--- src/rtl/LDPC_pkg.sv ---
// Shared LDPC encoder types and constants: lifting-size bounds, base-graph
// selector and the message column counts per base graph.
package LDPC_pkg;

  localparam int MAX_ZC            = 384;
  localparam int ZC_W              = 9;
  localparam int COL_W             = 5;
  localparam int BG1_MSG_COL_COUNT = 22;
  localparam int BG2_MSG_COL_COUNT = 10;

  typedef enum logic {
    BG1 = 1'b0,
    BG2 = 1'b1
  } BG_Type;

  typedef enum logic [1:0] {
    S_IDLE = 2'd0,
    S_FILL = 2'd1,
    S_DONE = 2'd2
  } seg_state_e;

  // Lifting sizes below 2 or above MAX_ZC are not meaningful; pin them to the range.
  function automatic logic [ZC_W-1:0] clamp_zc(input logic [ZC_W-1:0] z);
    if (z < ZC_W'(2))      return ZC_W'(2);
    if (z > ZC_W'(MAX_ZC)) return ZC_W'(MAX_ZC);
    return z;
  endfunction

  function automatic logic [COL_W-1:0] kb_of(input BG_Type bg);
    return (bg == BG1) ? COL_W'(BG1_MSG_COL_COUNT) : COL_W'(BG2_MSG_COL_COUNT);
  endfunction

endpackage

--- src/rtl/seg_bit_accumulator.sv ---
// Bit packer: moves up to IN_W bits per cycle from the residue or the input word
// into a zc_r-bit column, keeping any overflow bits in the residue.
module seg_bit_accumulator
  import LDPC_pkg::*;
#(
  parameter int IN_W = 8
) (
  input  logic              clk,
  input  logic              rst_n,
  input  logic              clear,
  input  logic              en,
  input  logic              force_close,
  input  logic [ZC_W-1:0]   zc_r,
  input  logic [IN_W-1:0]   in_data,
  input  logic              in_take,
  output logic              res_empty,
  output logic              col_done,
  output logic [MAX_ZC-1:0] col_data
);

  localparam int CW = $clog2(IN_W + 1);
  localparam logic [IN_W:0] ONE = (IN_W + 1)'(1);

  logic [MAX_ZC-1:0] acc, acc_nxt;
  logic [ZC_W-1:0]   fill, fill_nxt, room;
  logic [IN_W-1:0]   res, res_nxt, src, src_m;
  logic [CW-1:0]     res_cnt, res_cnt_nxt, avail, n;
  logic [IN_W:0]     mask;

  always_comb begin
    res_empty   = (res_cnt == '0);
    // Leftover bits always drain before a new word is taken.
    src         = res_empty ? in_data : res;
    avail       = !res_empty ? res_cnt : (in_take ? CW'(IN_W) : '0);
    room        = zc_r - fill;
    n           = (ZC_W'(avail) > room) ? CW'(room) : avail;
    mask        = (ONE << n) - ONE;
    src_m       = src & mask[IN_W-1:0];
    acc_nxt     = acc | (MAX_ZC'(src_m) << fill);
    fill_nxt    = fill + ZC_W'(n);
    res_nxt     = src >> n;
    res_cnt_nxt = avail - n;
    // force_close emits the partially filled (zero-padded) column once the residue is gone.
    col_done    = en && ((fill_nxt == zc_r) || (force_close && (res_cnt_nxt == '0)));
    col_data    = acc_nxt;
  end

  always_ff @(posedge clk or negedge rst_n) begin
    if (!rst_n) begin
      acc     <= '0;
      fill    <= '0;
      res     <= '0;
      res_cnt <= '0;
    end else if (clear) begin
      acc     <= '0;
      fill    <= '0;
      res     <= '0;
      res_cnt <= '0;
    end else if (en) begin
      res     <= res_nxt;
      res_cnt <= res_cnt_nxt;
      if (col_done) begin
        acc  <= '0;
        fill <= '0;
      end else begin
        acc  <= acc_nxt;
        fill <= fill_nxt;
      end
    end
  end

endmodule

--- src/rtl/msg_block_segmenter.sv ---
// Packs a code block's message stream into Zc-bit columns 0..Kb-1 for the encoder.
// Define MSG_SEG_LAST_PAD_EN to let in_last end the input early with zero-padded columns.
module msg_block_segmenter
  import LDPC_pkg::*;
#(
  parameter int IN_W = 8
) (
  input  logic              clk,
  input  logic              reset_n,
  input  logic              start,
  input  BG_Type            BG,
  input  logic [ZC_W-1:0]   zc,
  input  logic [IN_W-1:0]   in_data,
  input  logic              in_valid,
  output logic              in_ready,
  input  logic              in_last,
  output logic [MAX_ZC-1:0] segmented_msg_block,
  output logic              new_seg_msg_block,
  output logic [COL_W-1:0]  current_col,
  output logic              msg_done,
  output logic              busy
);

  seg_state_e        state;
  logic [ZC_W-1:0]   zc_r;
  logic [COL_W-1:0]  kb_r, col_cnt;
  logic              last_done, pad_r;
  logic              res_empty, col_done, take, acc_clear, acc_en;
  logic [MAX_ZC-1:0] col_data;

  // last_done marks that column Kb-1 has been produced; nothing more is accepted.
  assign in_ready  = (state == S_FILL) && res_empty && !last_done && !pad_r;
  assign busy      = (state != S_IDLE);
  assign take      = in_valid && in_ready;
  assign acc_clear = ((state == S_IDLE) && start) || (state == S_DONE);
  assign acc_en    = (state == S_FILL) && !last_done;

  seg_bit_accumulator #(.IN_W(IN_W)) u_acc (
    .clk        (clk),
    .rst_n      (reset_n),
    .clear      (acc_clear),
    .en         (acc_en),
    .force_close(pad_r),
    .zc_r       (zc_r),
    .in_data    (in_data),
    .in_take    (take),
    .res_empty  (res_empty),
    .col_done   (col_done),
    .col_data   (col_data)
  );

`ifdef MSG_SEG_LAST_PAD_EN
  always_ff @(posedge clk or negedge reset_n) begin
    if (!reset_n)         pad_r <= 1'b0;
    else if (acc_clear)   pad_r <= 1'b0;
    else if (take && in_last) pad_r <= 1'b1;
  end
`else
  logic unused_in_last;
  assign pad_r          = 1'b0;
  assign unused_in_last = in_last;
`endif

  always_ff @(posedge clk or negedge reset_n) begin
    if (!reset_n) begin
      state               <= S_IDLE;
      zc_r                <= ZC_W'(2);
      kb_r                <= '0;
      col_cnt             <= '0;
      last_done           <= 1'b0;
      segmented_msg_block <= '0;
      new_seg_msg_block   <= 1'b0;
      current_col         <= '0;
      msg_done            <= 1'b0;
    end else begin
      new_seg_msg_block <= 1'b0;
      msg_done          <= 1'b0;
      case (state)
        S_IDLE: begin
          if (start) begin
            state     <= S_FILL;
            zc_r      <= clamp_zc(zc);
            kb_r      <= kb_of(BG);
            col_cnt   <= '0;
            last_done <= 1'b0;
          end
        end
        S_FILL: begin
          if (last_done) begin
            state    <= S_DONE;
            msg_done <= 1'b1;
          end else if (col_done) begin
            segmented_msg_block <= col_data;
            new_seg_msg_block   <= 1'b1;
            current_col         <= col_cnt;
            col_cnt             <= col_cnt + COL_W'(1);
            if (col_cnt == kb_r - COL_W'(1)) last_done <= 1'b1;
          end
        end
        S_DONE:  state <= S_IDLE;
        default: state <= S_IDLE;
      endcase
    end
  end

endmodule

--- config.mk ---
export PLATFORM = sky130hd
export DESIGN_NAME = msg_block_segmenter
export DESIGN_NICKNAME = d
export VERILOG_FILES = /design/src/rtl/LDPC_pkg.sv /design/src/rtl/seg_bit_accumulator.sv /design/src/rtl/msg_block_segmenter.sv
export SDC_FILE = /design/constraint.sdc
export NUM_CORES = 2
export LEC_CHECK = 0
export BUFFER_PORTS_ARGS = -buffer_cell sky130_fd_sc_hd__clkbuf_2
export CAP_MARGIN = 20
export CORE_MARGIN = 2
export CORE_UTILIZATION = 32
export CTS_BUF_LIST = sky130_fd_sc_hd__clkbuf_8
export DETAILED_ROUTE_END_ITERATION = 8
export PLACE_DENSITY_LB_ADDON = 0.15
export SETUP_SLACK_MARGIN = 0.5
export SLEW_MARGIN = 20
export SYNTH_ARGS = -nofsm -noshare
export SYNTH_HDL_FRONTEND = slang
export SYNTH_SLANG_ARGS = --single-unit
export TNS_END_PERCENT = 10
--- constraint.sdc ---
create_clock -name clk -period 19.8 [get_ports clk]
set_clock_uncertainty 0.05 [all_clocks]
set_input_delay 1.98 -clock clk [delete_from_list [all_inputs] [get_ports clk]]
set_output_delay 1.98 -clock clk [all_outputs]
set_load 0.01 [all_outputs]
# Word level (Yosys, flattened, before mapping)
# Index checks and enable logic that the tools add are counted.
[totals] output_inout_bits=393 inputBits=23 register_bits=818 elab_cells=97
[classes] n_eq_ne=8 n_mux=43 order_cmp=3 shift=3 reduce_logical=18 bitwise=3 n_addsub=6
[op_table] cell="384-bit 2-to-1 mux" count=3
[op_table] cell="384-bit OR" count=1
[op_table] cell="8-bit by 9-bit << shifter with 384-bit output" count=1
[op_table] cell="9-bit 2-to-1 mux" count=7
[op_table] cell="8-bit 2-to-1 mux" count=3
[op_table] cell="4-bit 2-to-1 mux" count=5
[op_table] cell="5-bit 2-to-1 mux" count=4
[op_table] cell="1-bit 2-to-1 mux" count=16
[op_table] cell="5-bit one-hot mux with 2 select lines" count=1
[op_table] cell="9-bit by 4-bit adder with 9-bit output" count=1
[op_table] cell="9-bit == test" count=1
[op_table] cell="4-bit by 9-bit greater-than comparator with 1-bit output" count=1
[op_table] cell="9-bit greater-than comparator (second input constant)" count=1
[op_table] cell="9-bit by 2-bit less-than comparator with 1-bit output (second input constant)" count=1
[op_table] cell="9-bit subtractor" count=1
[op_table] cell="8-bit bitwise AND" count=1
[op_table] cell="2-bit inequality test (second input constant)" count=4
[op_table] cell="1-bit by 4-bit << shifter with 8-bit output (first input constant)" count=1
[op_table] cell="8-bit by 4-bit right shift with 8-bit output" count=1
[op_table] cell="8-bit by 1-bit subtractor with 8-bit output (second input constant)" count=1
[op_table] cell="1-bit logical AND" count=6
[op_table] cell="2-bit AND reduction" count=3
[op_table] cell="2-bit nonzero test" count=3
[op_table] cell="5-bit by 1-bit adder with 5-bit output (second input constant)" count=1
[op_table] cell="other kinds (15)" count=16

# Depth between registers and ports, before layout
[depth] word_depth=16 depth_mapped=36 depth_no_buf=27

# Hierarchy
# A second synthesis with hierarchy kept.
[hier_totals] cells_unflattened=3090 area_unflattened_um2=39193.8
[modules_own_cells] module="seg_bit_accumulator" cells_per_inst=2160 area_each_um2=22136.2 n_inst=1 seq_area_each_um2=10134.7
[modules_own_cells] module="msg_block_segmenter" cells_per_inst=930 area_each_um2=17057.6 n_inst=1 seq_area_each_um2=10286.1

# Least setup slack after synthesis
# No wires, ideal clock.
[synth_timing] path_kind="input-to-reg" startpoint="input in_valid" endpoint="register segmented_msg_block[144]" path_buffers=5 path_stages=25 required_ps=19617 arrival_ps=7200 setup_slack_ps=12417 setup_ps=133 cell_sequence="a31oi_1 -> inv_1 -> ha_1 -> nand4_1 -> o31ai_1 -> a21oi_1 -> o211ai_2 -> nor3_1 -> buf_2 -> mux2i_1 -> buf_2 -> ha_1 -> inv_1 -> fa_1 -> nand2b_1 -> a21oi_1 -> mux2i_1 -> nand2_1 -> a32o_1 -> nand4_1 -> buf_2 -> buf_2 -> buf_1 -> mux2i_1 -> o21ai_0"
[synth_between] elab_chain_cells=10 word_cells_on_any_way=14 classes_between="add/sub: 2; order compare: 1; eq/ne: 1; shift: 2; mux: 3; bitwise: 2; reduce/logical: 3"
[synth_lines] element="from (decl)" line_no="msg_block_segmenter.sv:14" rtl="input logic in_valid,"
[synth_lines] element="1-bit logical AND (*)" line_no="msg_block_segmenter.sv:34" rtl="assign take = in_valid && in_ready;"
[synth_lines] element="4-bit 2-to-1 mux (*) (2 in series)" line_no="seg_bit_accumulator.sv:34" rtl="avail = !res_empty ? res_cnt : (in_take ? CW'(IN_W) : '0);"
[synth_lines] element="4-bit by 9-bit greater-than comparator with 1-bit output" line_no="seg_bit_accumulator.sv:36" rtl="n = (ZC_W'(avail) > room) ? CW'(room) : avail;"
[synth_lines] element="4-bit 2-to-1 mux (*)" line_no="seg_bit_accumulator.sv:36"
[synth_lines] element="1-bit by 4-bit << shifter with 8-bit output" line_no="seg_bit_accumulator.sv:37" rtl="mask = (ONE << n) - ONE;"
[synth_lines] element="8-bit by 1-bit subtractor with 8-bit output" line_no="seg_bit_accumulator.sv:37"
[synth_lines] element="8-bit bitwise AND" line_no="seg_bit_accumulator.sv:38" rtl="src_m = src & mask[IN_W-1:0];"
[synth_lines] element="8-bit by 9-bit << shifter with 384-bit output" line_no="seg_bit_accumulator.sv:39" rtl="acc_nxt = acc | (MAX_ZC'(src_m) << fill);"
[synth_lines] element="384-bit OR" line_no="seg_bit_accumulator.sv:39"
[synth_lines] element="to (signal assigned)" line_no="msg_block_segmenter.sv:93" rtl="segmented_msg_block <= col_data;"
[synth_lines] element="to (decl)" line_no="msg_block_segmenter.sv:17" rtl="output logic [MAX_ZC-1:0] segmented_msg_block,"
# Mark *: on every way between the ends. The rest lies on a longest branch, timed or not.
# A chain may end at the register's enable or synchronous reset.

# Worst setup path in the final report
[layout_timing] startpoint="register u_acc.fill[1]" endpoint="register u_acc.acc[6]"
[layout_between] elab_chain_cells=11 word_cells_on_any_way=14 classes_between="add/sub: 3; order compare: 1; eq/ne: 1; shift: 2; mux: 4; bitwise: 2; reduce/logical: 1"
[layout_lines] element="from (decl)" line_no="seg_bit_accumulator.sv:25" rtl="logic [ZC_W-1:0] fill, fill_nxt, room;"
[layout_lines] element="from (signal assigned)" line_no="seg_bit_accumulator.sv:67" rtl="fill <= fill_nxt;"
[layout_lines] element="9-bit subtractor" line_no="seg_bit_accumulator.sv:35" rtl="room = zc_r - fill;"
[layout_lines] element="4-bit by 9-bit greater-than comparator with 1-bit output" line_no="seg_bit_accumulator.sv:36"
[layout_lines] element="4-bit 2-to-1 mux" line_no="seg_bit_accumulator.sv:36"
[layout_lines] element="1-bit by 4-bit << shifter with 8-bit output" line_no="seg_bit_accumulator.sv:37"
[layout_lines] element="8-bit by 1-bit subtractor with 8-bit output" line_no="seg_bit_accumulator.sv:37"
[layout_lines] element="8-bit bitwise AND" line_no="seg_bit_accumulator.sv:38"
[layout_lines] element="8-bit by 9-bit << shifter with 384-bit output" line_no="seg_bit_accumulator.sv:39"
[layout_lines] element="384-bit OR" line_no="seg_bit_accumulator.sv:39"
[layout_lines] element="384-bit 2-to-1 mux (*)" line_no="seg_bit_accumulator.sv:62" rtl="if (col_done) begin"
[layout_lines] element="384-bit 2-to-1 mux (*)" line_no="seg_bit_accumulator.sv:59" rtl="end else if (en) begin"
[layout_lines] element="384-bit 2-to-1 mux (*)" line_no="seg_bit_accumulator.sv:54" rtl="end else if (clear) begin"
[layout_lines] element="to (signal assigned)" line_no="seg_bit_accumulator.sv:66" rtl="acc <= acc_nxt;"
[layout_lines] element="to (decl)" line_no="seg_bit_accumulator.sv:24" rtl="logic [MAX_ZC-1:0] acc, acc_nxt;"
# Mark *: on every way between the ends. The rest lies on a longest branch, timed or not. The select of a mux whose other input is x is not followed.

==> results.toml <==
[timing]
worstMarginPinSlew_ns = 1.147
hold_viol = 0
max_freq_mhz = 98.15
finalMaxSlewViolations = 0
timing.setup.tns_ns = 0
setup-violations-final = 0
finalCritPeriodShare = 0.5146
finalCriticalPeriod_ns = 10.19
relSlewSlack = 0.2356
rsz0062_at_grt = "false"

[synth]
synth_top_area_cell = "dfrtp_1"
synthCells = 3364
yosysMostFrequentCell = "dfrtp_1"
async_flop_share = 1.000
synth.top_cells.by_count = "dfrtp_1, nand2_1, o21ai_0"
synthTopCellsByArea = "dfrtp_1, mux2i_1, o21ai_0"
synth-edff-count = 0
synthesis.nets = 3410
synth-main-ff-cell = "dfrtp_1"
synth_top_area_share = 0.5796
ys_ff_latch = 816
synth-seq-area-share = 0.5803
synth_area_sq_um = 35190
yosys_warnings = 0
syn_area_per_cell_sq_um = 10.46
ys_types = 86

[critical_path]
crit_fanout = 42
slowest_delay_ns = 0.94
r2r_slack_ns = 9.61
slowest_stage = "dfrtp_1"
crit_top_cell = "buf_4"
cp_data_required_time_ns = 20.49
crit-reg2reg-launch = "u_acc.fill[1]"
crit_path_start_kind = "flop"
cp-startpoint = "u_acc.fill[1]"
reg2reg_depth = 29
endpoint_kind = "flop"
crit_type = "reg -> reg"
r2r_end = "u_acc.acc[6]"
crit_arrival_ns = 10.88

[min_path]
min_to = "segmented_msg_block[189]"
hold_depth = 2
min_path_type = "reg -> reg"
hold_start = "u_acc.acc[189]"

[clocking]
path_clk_slew_ns = 0.06
cts_resized = 0
ctsRootBufferMaster = "clkbuf_8"
cts-hold-fix-buffers = 0
cts_htree_levels = 4
cts_sinks = 816
cts_tree = "done"
cts_setup_buffers = 0
clockBufferDepth = 3
insertion_delay_ns = 0.82
numCtsBuffers = 150

[global_route]
grt_use_met3 = 0.05249
antenna_found_initial = 3
grt-ovfl-total = 0
met1_usage = 0.3249
grt_max_degree = 189
busiest_layer = "met2"
global_route.usage.met2 = 0.3361
grt_pass1_vias = 27850
track_usage = 0.2259
grt_pass1_wl_mm = 190.9

[floorplan]
coreArea_sq_um = 109000
dieArea_sq_um = 112600
die_y_um = 335.6
initial_core_util = 0.3228
row_count = 121
ios = 416
die_w_um = 335.6

[drt]
drt-total-wl_mm = 127.3
num_vias = 27920
drc = 0
ant_nets = 0
routed_via_density = 5.283
drt_iter0_drc = 2038
avgRoutedWirePerCell_um = 24.09
firstDrtPassIters = 6

[cells_and_area]
fin_area_sq_um = 41780
fin_cells = 5285
nets = 3814
syn_to_final_growth_pct = 18.74
drive_gt1_frac = 0.1930

[run_status]
status = "finished clean"

[run]
drv_cap = 0

[placement]
dp_cells = 5029
routabilityCongestion = 0.8301
dp_hpwl_mm = 85.15
io_buffers = 414
post_dp_cell_area_sq_um = 38870

[power]
p_leak_nw = 21.33
vdd_drop_max_uv = 110.1
powerDensity_nw_per_um2 = 139.4
==> kinds of logic (layout without fill, tap and decap cells) <==
logic type      Yosys count  after routing  synth area share
compound gates         1076           1076            0.1825
xor+xnor                 27             27          0.006934
fa+ha+maj                23             23          0.008605
buf+inv                 262            768           0.03104
flops                   816            816            0.5803
mux                     326            326           0.09284
other cells               0              1                 0
simple gates            834            834           0.09775
==> cells in the final DEF, fill, tap and decap left out, types with 9 or more instances in the layout <==
| cell | instances |
|---|---|
| clkbuf_2 | 413 |
| xnor2_1 | 17 |
| xor2_1 | 9 |
| a32o_1 | 54 |
| dfrtp_1 | 814 |
| o21ai_1 | 166 |
| a31oi_1 | 18 |
| ha_1 | 21 |
| nand2b_1 | 16 |
| a22o_1 | 32 |
| a21oi_1 | 221 |
| nor3_1 | 29 |
| nand3_1 | 27 |
| o21a_1 | 16 |
| o31ai_1 | 10 |
| o32a_1 | 9 |
| mux2i_1 | 322 |
| nor2_1 | 234 |
| nand2_1 | 464 |
| inv_1 | 74 |
| nand4_1 | 9 |
| buf_4 | 67 |
| clkbuf_8 | 179 |
| o21ai_0 | 425 |
==> registers in the layout, summed over array words and instances (netlist names) <==
register             cells
u_acc.acc              384
current_col              5
segmented_msg_block    384
kb_r                     3
state                    2
u_acc.fill               9
u_acc.res                8
u_acc.res_cnt            4
msg_done                 1
col_cnt                  5
zc_r                     9
last_done                1
new_seg_msg_block        1
==> worst max path at each step <==
stage	endpoint	slack, ns	cells past startpoint
detailed placement	u_acc.acc[97]	9.49	26
floorplan	segmented_msg_block[144]	12.42	25
finish	u_acc.acc[6]	9.61	29
global placement	u_acc.acc[6]	9.46	26
global route	u_acc.acc[102]	8.84	28
CTS	u_acc.acc[6]	9.46	29
==> per-stage QoR <==
step           hold WS (ns)  worst slack [ns]    util  total power (W)
2_1_floorplan        0.3925             12.42       -         0.003382
3_3_place_gp         0.4034             9.460  0.3566         0.004270
3_5_place_dp         0.4083             9.493  0.3566         0.004281
4_1_cts              0.4041             9.457  0.3832         0.005893
5_1_grt              0.4175             8.842  0.3833         0.006178
6_report             0.4134             9.611  0.3833         0.005825
==> cell type report <==
class | instances | area (sq um)
antenna | 1 | 2.502
fill | 11130 | 67220
sequential | 816 | 20420
inverter | 29 | 111.4
timing repair buffer | 485 | 2665
clock inverter | 75 | 427.9
tap | 1414 | 1769
multi-input combinational | 2286 | 13920
clock buffer | 179 | 2464
==> per-layer routing <==
layer | share of wire | vias to the layer above
li1 | - | 12800
met5 | 0 | -
met4 | 0.025 | 0
met3 | 0.065 | 190
met1 | 0.47 | 14070
met2 | 0.44 | 853
==> power by group <==
| part | internal [W] | switching [W] |
|---|---|---|
| clock | 0.000845 | 0.000732 |
| sequential | 0.00190 | 0.000170 |
| combinational | 0.000626 | 0.00156 |
| total | 0.00337 | 0.00246 |
==> worst max-delay path, delay by kind of cell, from the launching register on <==
family | cells | cell delay, ns
flops | 1 | 0.94
xor+xnor | 1 | 0.53
fa+ha+maj | 3 | 1.29
simple gates | 9 | 1.80
compound gates | 8 | 2.20
buf+inv | 7 | 2.94
mux | 1 | 0.25
(Power assumes the default switching activity.)
